==> src/rtl/img_pkg.sv <==
// Shared constants and types for the image frame controller and the
// per-pixel colour datapath it drives.
package img_pkg;

    localparam int PIX_W = 8;

    localparam logic [2:0] MODE_GRAY      = 3'd0;
    localparam logic [2:0] MODE_BRIGHT_UP = 3'd1;
    localparam logic [2:0] MODE_BRIGHT_DN = 3'd2;
    localparam logic [2:0] MODE_INVERT    = 3'd3;
    localparam logic [2:0] MODE_NO_R      = 3'd4;
    localparam logic [2:0] MODE_NO_G      = 3'd5;
    localparam logic [2:0] MODE_NO_B      = 3'd6;
    localparam logic [2:0] MODE_PASS      = 3'd7;

    typedef enum logic [2:0] {
        IDLE  = 3'd0,
        FETCH = 3'd1,
        EXEC  = 3'd2,
        CAPT  = 3'd3,
        SEND  = 3'd4,
        DONE  = 3'd5
    } state_t;

    typedef struct packed {
        logic [PIX_W-1:0] r;
        logic [PIX_W-1:0] g;
        logic [PIX_W-1:0] b;
    } pixel_t;

endpackage

==> src/rtl/frame_pixel_counter.sv <==
// Per-frame delivered-pixel counter: clear on frame start, increment on each
// output handshake, and flag when the next increment completes the frame.
module frame_pixel_counter
    import img_pkg::*;
#(
    parameter int IMG_W = 256,
    parameter int IMG_H = 256,
    parameter int CNT_W = 17
) (
    input  logic             clk,
    input  logic             reset,
    input  logic             clr,
    input  logic             inc,
    output logic [CNT_W-1:0] count,
    output logic             next_last
);

    localparam int               TOTAL_I = IMG_W * IMG_H;
    localparam logic [CNT_W-1:0] TOTAL   = CNT_W'(TOTAL_I);
    localparam logic [CNT_W-1:0] CNT_MAX = {CNT_W{1'b1}};
    localparam logic [CNT_W-1:0] CNT_ONE = {{(CNT_W-1){1'b0}}, 1'b1};

    logic [CNT_W-1:0] count_r;
    logic [CNT_W-1:0] count_inc_s;

    // Incremented value, clamped at all-ones so an illegal overrun never wraps
    always_comb begin
        count_inc_s = count_r;
        if (count_r == CNT_MAX) begin
            count_inc_s = count_r;
        end else begin
            count_inc_s = count_r + CNT_ONE;
        end
    end

    // Count register
    always_ff @(posedge clk or negedge reset) begin
        if (!reset) begin
            count_r <= {CNT_W{1'b0}};
        end else if (clr) begin
            count_r <= {CNT_W{1'b0}};
        end else if (inc) begin
            count_r <= count_inc_s;
        end else begin
            count_r <= count_r;
        end
    end

    assign count     = count_r;
    assign next_last = (count_inc_s == TOTAL);

endmodule

==> src/rtl/image_frame_ctrl.sv <==
// Frame sequencer: pulls one pixel at a time from the source stream, runs it
// through the external colour datapath and hands the result to the sink.
module image_frame_ctrl
    import img_pkg::*;
#(
    parameter int IMG_W = 256,
    parameter int IMG_H = 256,
    parameter int CNT_W = 17
) (
    input  logic             clk,
    input  logic             reset,
    input  logic             start,
    input  logic [2:0]       cfg_mode,
    input  logic [7:0]       cfg_val,
    input  logic             abort,
    output logic             busy,
    output logic             frame_done,
    output logic             err,
    output logic [CNT_W-1:0] pix_count,
    input  logic             in_valid,
    output logic             in_ready,
    input  logic [7:0]       in_r,
    input  logic [7:0]       in_g,
    input  logic [7:0]       in_b,
    output logic             out_valid,
    input  logic             out_ready,
    output logic [7:0]       out_r,
    output logic [7:0]       out_g,
    output logic [7:0]       out_b,
    output logic [2:0]       dp_sel_mod,
    output logic [7:0]       dp_val,
    output logic [7:0]       dp_red,
    output logic [7:0]       dp_green,
    output logic [7:0]       dp_blue,
    output logic             dp_done_in,
    output logic             dp_reset,
    input  logic             dp_done_out,
    input  logic [7:0]       dp_red_o,
    input  logic [7:0]       dp_green_o,
    input  logic [7:0]       dp_blue_o
);

    state_t     state_r;
    state_t     state_s;

    logic       dp_reset_r;
    logic       dp_done_in_r;
    logic       out_valid_r;
    logic       frame_done_r;
    logic       err_r;
    logic [2:0] sel_mod_r;
    logic [7:0] val_r;
    pixel_t     pix_in_r;
    pixel_t     pix_out_r;

    logic       start_acc_s;
    logic       in_hs_s;
    logic       res_cap_s;
    logic       dp_miss_s;
    logic       out_hs_s;
    logic       last_s;

    frame_pixel_counter #(
        .IMG_W (IMG_W),
        .IMG_H (IMG_H),
        .CNT_W (CNT_W)
    ) u_cnt (
        .clk       (clk),
        .reset     (reset),
        .clr       (start_acc_s),
        .inc       (out_hs_s),
        .count     (pix_count),
        .next_last (last_s)
    );

    // Next-state decode; abort overrides every other transition
    always_comb begin
        state_s = state_r;
        case (state_r)
            IDLE: begin
                if (start && !abort) state_s = FETCH;
                else                 state_s = IDLE;
            end
            FETCH: begin
                if (abort)         state_s = IDLE;
                else if (in_valid) state_s = EXEC;
                else               state_s = FETCH;
            end
            EXEC: begin
                if (abort) state_s = IDLE;
                else       state_s = CAPT;
            end
            CAPT: begin
                if (abort)            state_s = IDLE;
                else if (dp_done_out) state_s = SEND;
                else                  state_s = IDLE;
            end
            SEND: begin
                if (abort)          state_s = IDLE;
                else if (out_ready) state_s = last_s ? DONE : FETCH;
                else                state_s = SEND;
            end
            DONE:    state_s = IDLE;
            default: state_s = IDLE;
        endcase
    end

    // Transition strobes shared by the counter and the data registers
    always_comb begin
        start_acc_s = (state_r == IDLE)  && (state_s == FETCH);
        in_hs_s     = (state_r == FETCH) && (state_s == EXEC);
        res_cap_s   = (state_r == CAPT)  && (state_s == SEND);
        dp_miss_s   = (state_r == CAPT)  && !abort && !dp_done_out;
        out_hs_s    = (state_r == SEND)  && out_ready && !abort;
    end

    // State register
    always_ff @(posedge clk or negedge reset) begin
        if (!reset) begin
            state_r <= IDLE;
        end else begin
            state_r <= state_s;
        end
    end

    // Control outputs, registered from the state being entered
    always_ff @(posedge clk or negedge reset) begin
        if (!reset) begin
            dp_reset_r   <= 1'b1;
            dp_done_in_r <= 1'b0;
            out_valid_r  <= 1'b0;
            frame_done_r <= 1'b0;
        end else begin
            dp_reset_r   <= (state_s == IDLE);
            dp_done_in_r <= (state_s == EXEC);
            out_valid_r  <= (state_s == SEND);
            frame_done_r <= (state_s == DONE);
        end
    end

    // Frame configuration and sticky no-answer flag, both renewed per start
    always_ff @(posedge clk or negedge reset) begin
        if (!reset) begin
            sel_mod_r <= 3'd0;
            val_r     <= 8'd0;
            err_r     <= 1'b0;
        end else if (start_acc_s) begin
            sel_mod_r <= cfg_mode;
            val_r     <= cfg_val;
            err_r     <= 1'b0;
        end else if (dp_miss_s) begin
            err_r     <= 1'b1;
        end else begin
            err_r     <= err_r;
        end
    end

    // Pixel into the datapath and result out of it
    always_ff @(posedge clk or negedge reset) begin
        if (!reset) begin
            pix_in_r  <= 24'd0;
            pix_out_r <= 24'd0;
        end else begin
            if (in_hs_s) begin
                pix_in_r <= {in_r, in_g, in_b};
            end
            if (res_cap_s) begin
                pix_out_r <= {dp_red_o, dp_green_o, dp_blue_o};
            end
        end
    end

    assign busy       = (state_r != IDLE);
    assign in_ready   = (state_r == FETCH);
    assign frame_done = frame_done_r;
    assign err        = err_r;
    assign out_valid  = out_valid_r;
    assign out_r      = pix_out_r.r;
    assign out_g      = pix_out_r.g;
    assign out_b      = pix_out_r.b;
    assign dp_sel_mod = sel_mod_r;
    assign dp_val     = val_r;
    assign dp_red     = pix_in_r.r;
    assign dp_green   = pix_in_r.g;
    assign dp_blue    = pix_in_r.b;
    assign dp_done_in = dp_done_in_r;
    assign dp_reset   = dp_reset_r;

endmodule
==> config.mk <==
export PLATFORM = sky130hd
export DESIGN_NAME = image_frame_ctrl
export DESIGN_NICKNAME = d
export VERILOG_FILES = /design/src/rtl/img_pkg.sv /design/src/rtl/frame_pixel_counter.sv /design/src/rtl/image_frame_ctrl.sv
export SDC_FILE = /design/constraint.sdc
export NUM_CORES = 1
export LEC_CHECK = 0
export BUFFER_PORTS_ARGS = -buffer_cell sky130_fd_sc_hd__buf_4
export CAP_MARGIN = 20
export CORE_MARGIN = 3
export CORE_UTILIZATION = 49
export CTS_CLUSTER_DIAMETER = 200
export DETAILED_ROUTE_END_ITERATION = 10
export PLACE_DENSITY = 0.8
export SYNTH_ARGS = -nofsm -noshare
export SYNTH_HDL_FRONTEND = slang
export SYNTH_SLANG_ARGS = --single-unit
==> constraint.sdc <==
create_clock -name clk -period 2.7 [get_ports clk]
set_input_delay 0.27 -clock clk [delete_from_list [all_inputs] [get_ports clk]]
set_output_delay 0.27 -clock clk [all_outputs]
set_load 0.01 [all_outputs]
==> impl_metrics.ini <==
[job]
maxCapViolCount = 0

[yosys]
synth-async-reset-ratio_pct = 100
syn_area_sq_um = 3760
netlist_instances = 354
yosysSeqAreaShare_pct = 56.0
synth_cell_types = 50
yosys_warnings = 0
syn-num-nets = 421
synthFlopType = dfrtp_1
ys_seq_elements = 84
avgSynthCellArea_sq_um = 10.6
synth_edf_count = 0

[worst_setup_path]
cp-start-kind = flip-flop
crit_slowest_cell = dfrtp_1
reg2reg_from = u_cnt.count[0]$_DFFE_PN0P_
crit_type = reg2reg
crit_fanout = 8
crit_required_ps = 2960
reg2reg_depth = 7
cp.depth = 7
path_cells = ha_1, nand3_1, nor3_4, nand3_2, a211o_1, a22o_1, nor3_2
crit_family = simple AND/OR/NAND/NOR gates
slowest_delay_ps = 490
cp.arrival_ps = 2460
crit_path_end_kind = flip-flop
crit_start = u_cnt.count[0]$_DFFE_PN0P_
critical_path_buf_inv_count = 0

[floorplan]
die_area_sq_um = 8760
die_y_um = 93.6
core-area_sq_um = 7330
start_util_pct = 51.3
num_rows = 31
ios = 149
die_w_um = 93.6

[placed_design]
placed_area_sq_um = 4950
gp_congestion = 0.860
dp_hpwl_um = 6610
port-buffer-count = 148

[sta]
layout_min_cycle_time_ps = 2200
timing_worst_slew_pin_value_ps = 636
grt_setup_unrepaired = no
fmax_ghz = 0.455
finalSetupTns_ps = 0
slew_headroom_pct = 57.6
setup_viol = 0
fin_skew_ps = 10.1
min_period_over_period_pct = 81.4
drv_slew = 0
hold_viol_final = 0

[cts]
cts_root_buf = clkbuf_8
cts_buffer_depth = 2
clk_pin_slew_ps = 90
htreeDepth = 3
ctsResizeCount = 0
cts_tree = built
cts_sinks = 84
clock_latency_ps = 340
cts_buffers = 9

[route]
drt-total-wl_um = 8940
wire_per_inst_um = 14.9
drcViolationCount = 0
dr.pass1.iters = 4
dr_total_vias = 3102
drtIter0Drc = 130
final_antenna_net_count = 0
via_per_inst = 5.15

[finish]
multi_input_area_sq_um = 1540
syn_to_final_growth_pct = 37.7
final_layout_size_suffix_gt1_share_pct = 42.1
fillCellCount = 570
fin_area_sq_um = 5180
final_nets = 566
finish.utilization_pct = 70.6
insertedDiodeCount = 0
seqCellArea_sq_um = 2100

[global_route]
grt-ovfl-total = 0
antenna_found_initial = 0
track_usage_pct = 21.4
grt_pass1_vias = 3245
grt_max_degree = 50
grt_pass1_wl_um = 14900

[power]
p_leak_nw = 2.70
p_per_area_nw_per_um2 = 679
ir_worst_vdd_mv = 0.440

[worst_hold_path]
min_from = in_g[2]
worstHoldPathCells = 3
hp-class = in2reg

[run_status]
status = finished, final reports clean
## through the flow
stage	worst slack (ps)	total power [mW]	hold slack [ps]	instances
floorplan	675	2.01	-25.6	354
global placement	639	2.55	256	586
detailed placement	539	2.59	264	586
CTS	497	3.56	98.1	602
global route	365	3.73	116	602
finish	503	3.52	112	602
## layer usage
layer / vias up / track usage (%) / wire length, um
li1: 1486 / - / -
met1: 1494 / 26.1 / 3530
met2: 109 / 35.6 / 4450
met3: 13 / 7.00 / 835
met4: 0 / 7.46 / 124
met5: - / 0 / 0
## worst paths after layout
kind / endpoint / slack, ps
worst max-delay path: frame_done$_DFF_PN0_ / 500
worst min-delay path: dp_green[2]$_DFFE_PN0P_ / 110
worst max register to register: frame_done$_DFF_PN0_ / 500
worst min register to register: dp_red[3]$_DFFE_PN0P_ / 480
max in group asynchronous: dp_reset$_DFF_PN1_ / 1590
min in group asynchronous: u_cnt.count[13]$_DFFE_PN0P_ / 440
## repair_timing
item	4_1_cts	5_1_grt
hold buffers	1	0
hold endpoints to repair	35	0
setup buffers	0	0
## state kept, by name, indices dropped and copies added (netlist names)
signal,flops
out_r,8
out_b,8
dp_done_in,1
state_r,3
dp_red,8
out_valid,1
dp_val,8
dp_blue,8
err,1
dp_sel_mod,3
frame_done,1
dp_green,8
dp_reset,1
out_g,8
u_cnt.count,17
## area by class of cell
cell class	count	share of cell area, %
Timing Repair Buffer	154	22.6
Inverter	7	0.508
Sequential cell	84	40.6
Clock inverter	5	1.64
Clock buffer	10	2.47
Multi-Input combinational cell	243	29.7
Tap cell	99	2.39
## where the power goes
part | internal (mW) | leakage (nW) | switching [mW] | total, mW
clock | 0.523 | 0.103 | 0.444 | 0.967
combinational | 0.505 | 1.50 | 0.397 | 0.901
sequential | 1.50 | 1.10 | 0.145 | 1.65
## logic make-up (layout without fill, tap and decap cells)
| group | after synthesis | in the layout | synth area share, % |
|---|---|---|---|
| AO/OA/AOI/OAI | 28 | 28 | 5.06 |
| XOR/XNOR | 16 | 16 | 3.73 |
| adder cells (fa/ha/maj) | 1 | 1 | 0.333 |
| buffers and inverters | 27 | 176 | 3.16 |
| flip-flops | 84 | 84 | 56.0 |
| multiplexers | 36 | 36 | 10.8 |
| AND/OR/NAND/NOR | 162 | 162 | 21.0 |
## worst reg2reg max path, delay by kind of cell (launching register included)
| kind | cells | cell delay (ps) |
|---|---|---|
| DFF | 1 | 490 |
| AOI/OAI and AO/OA | 2 | 540 |
| and+or+nand+nor | 4 | 820 |
| adders and majority gates | 1 | 280 |
## Yosys cell counts (2+ instances only)
cell / n / share of area, %
a211o_1: 2 / 0.47
nand3_1: 8 / 1.1
and2_1: 2 / 0.33
nand4_1: 8 / 1.3
and3_1: 4 / 0.67
xnor2_1: 6 / 1.4
inv_1: 6 / 0.60
nor3_1: 4 / 0.53
o2111ai_1: 2 / 0.47
mux2_2: 35 / 10
dfrtp_1: 83 / 55
nand3b_1: 2 / 0.40
nor2_1: 28 / 2.8
o211ai_1: 2 / 0.40
and4_1: 3 / 0.70
nor4b_1: 2 / 0.47
buf_2: 10 / 1.3
xor2_1: 10 / 2.3
a21oi_1: 7 / 0.93
o31ai_1: 2 / 0.40
nand2_1: 85 / 8.5
nor3b_1: 2 / 0.40
nor4_1: 2 / 0.33
clkbuf_1: 7 / 0.70
a31oi_1: 3 / 0.50
nand2b_1: 2 / 0.33
o21a_1: 2 / 0.40
o21ai_0: 3 / 0.40
## cell usage in the layout, fill, tap and decap left out, types with 3 or more instances in the layout
cell type,count
mux2_2,35
nand4_1,8
nand3_1,8
dfrtp_1,83
o21ai_0,3
nor2_1,27
a31oi_1,3
xor2_1,10
a21oi_1,7
and3_1,4
nand2_1,85
buf_4,152
inv_1,6
clkbuf_8,9
xnor2_1,6
nor3_1,4
and4_1,3
Note: power is estimated with default switching activity, not from simulation.
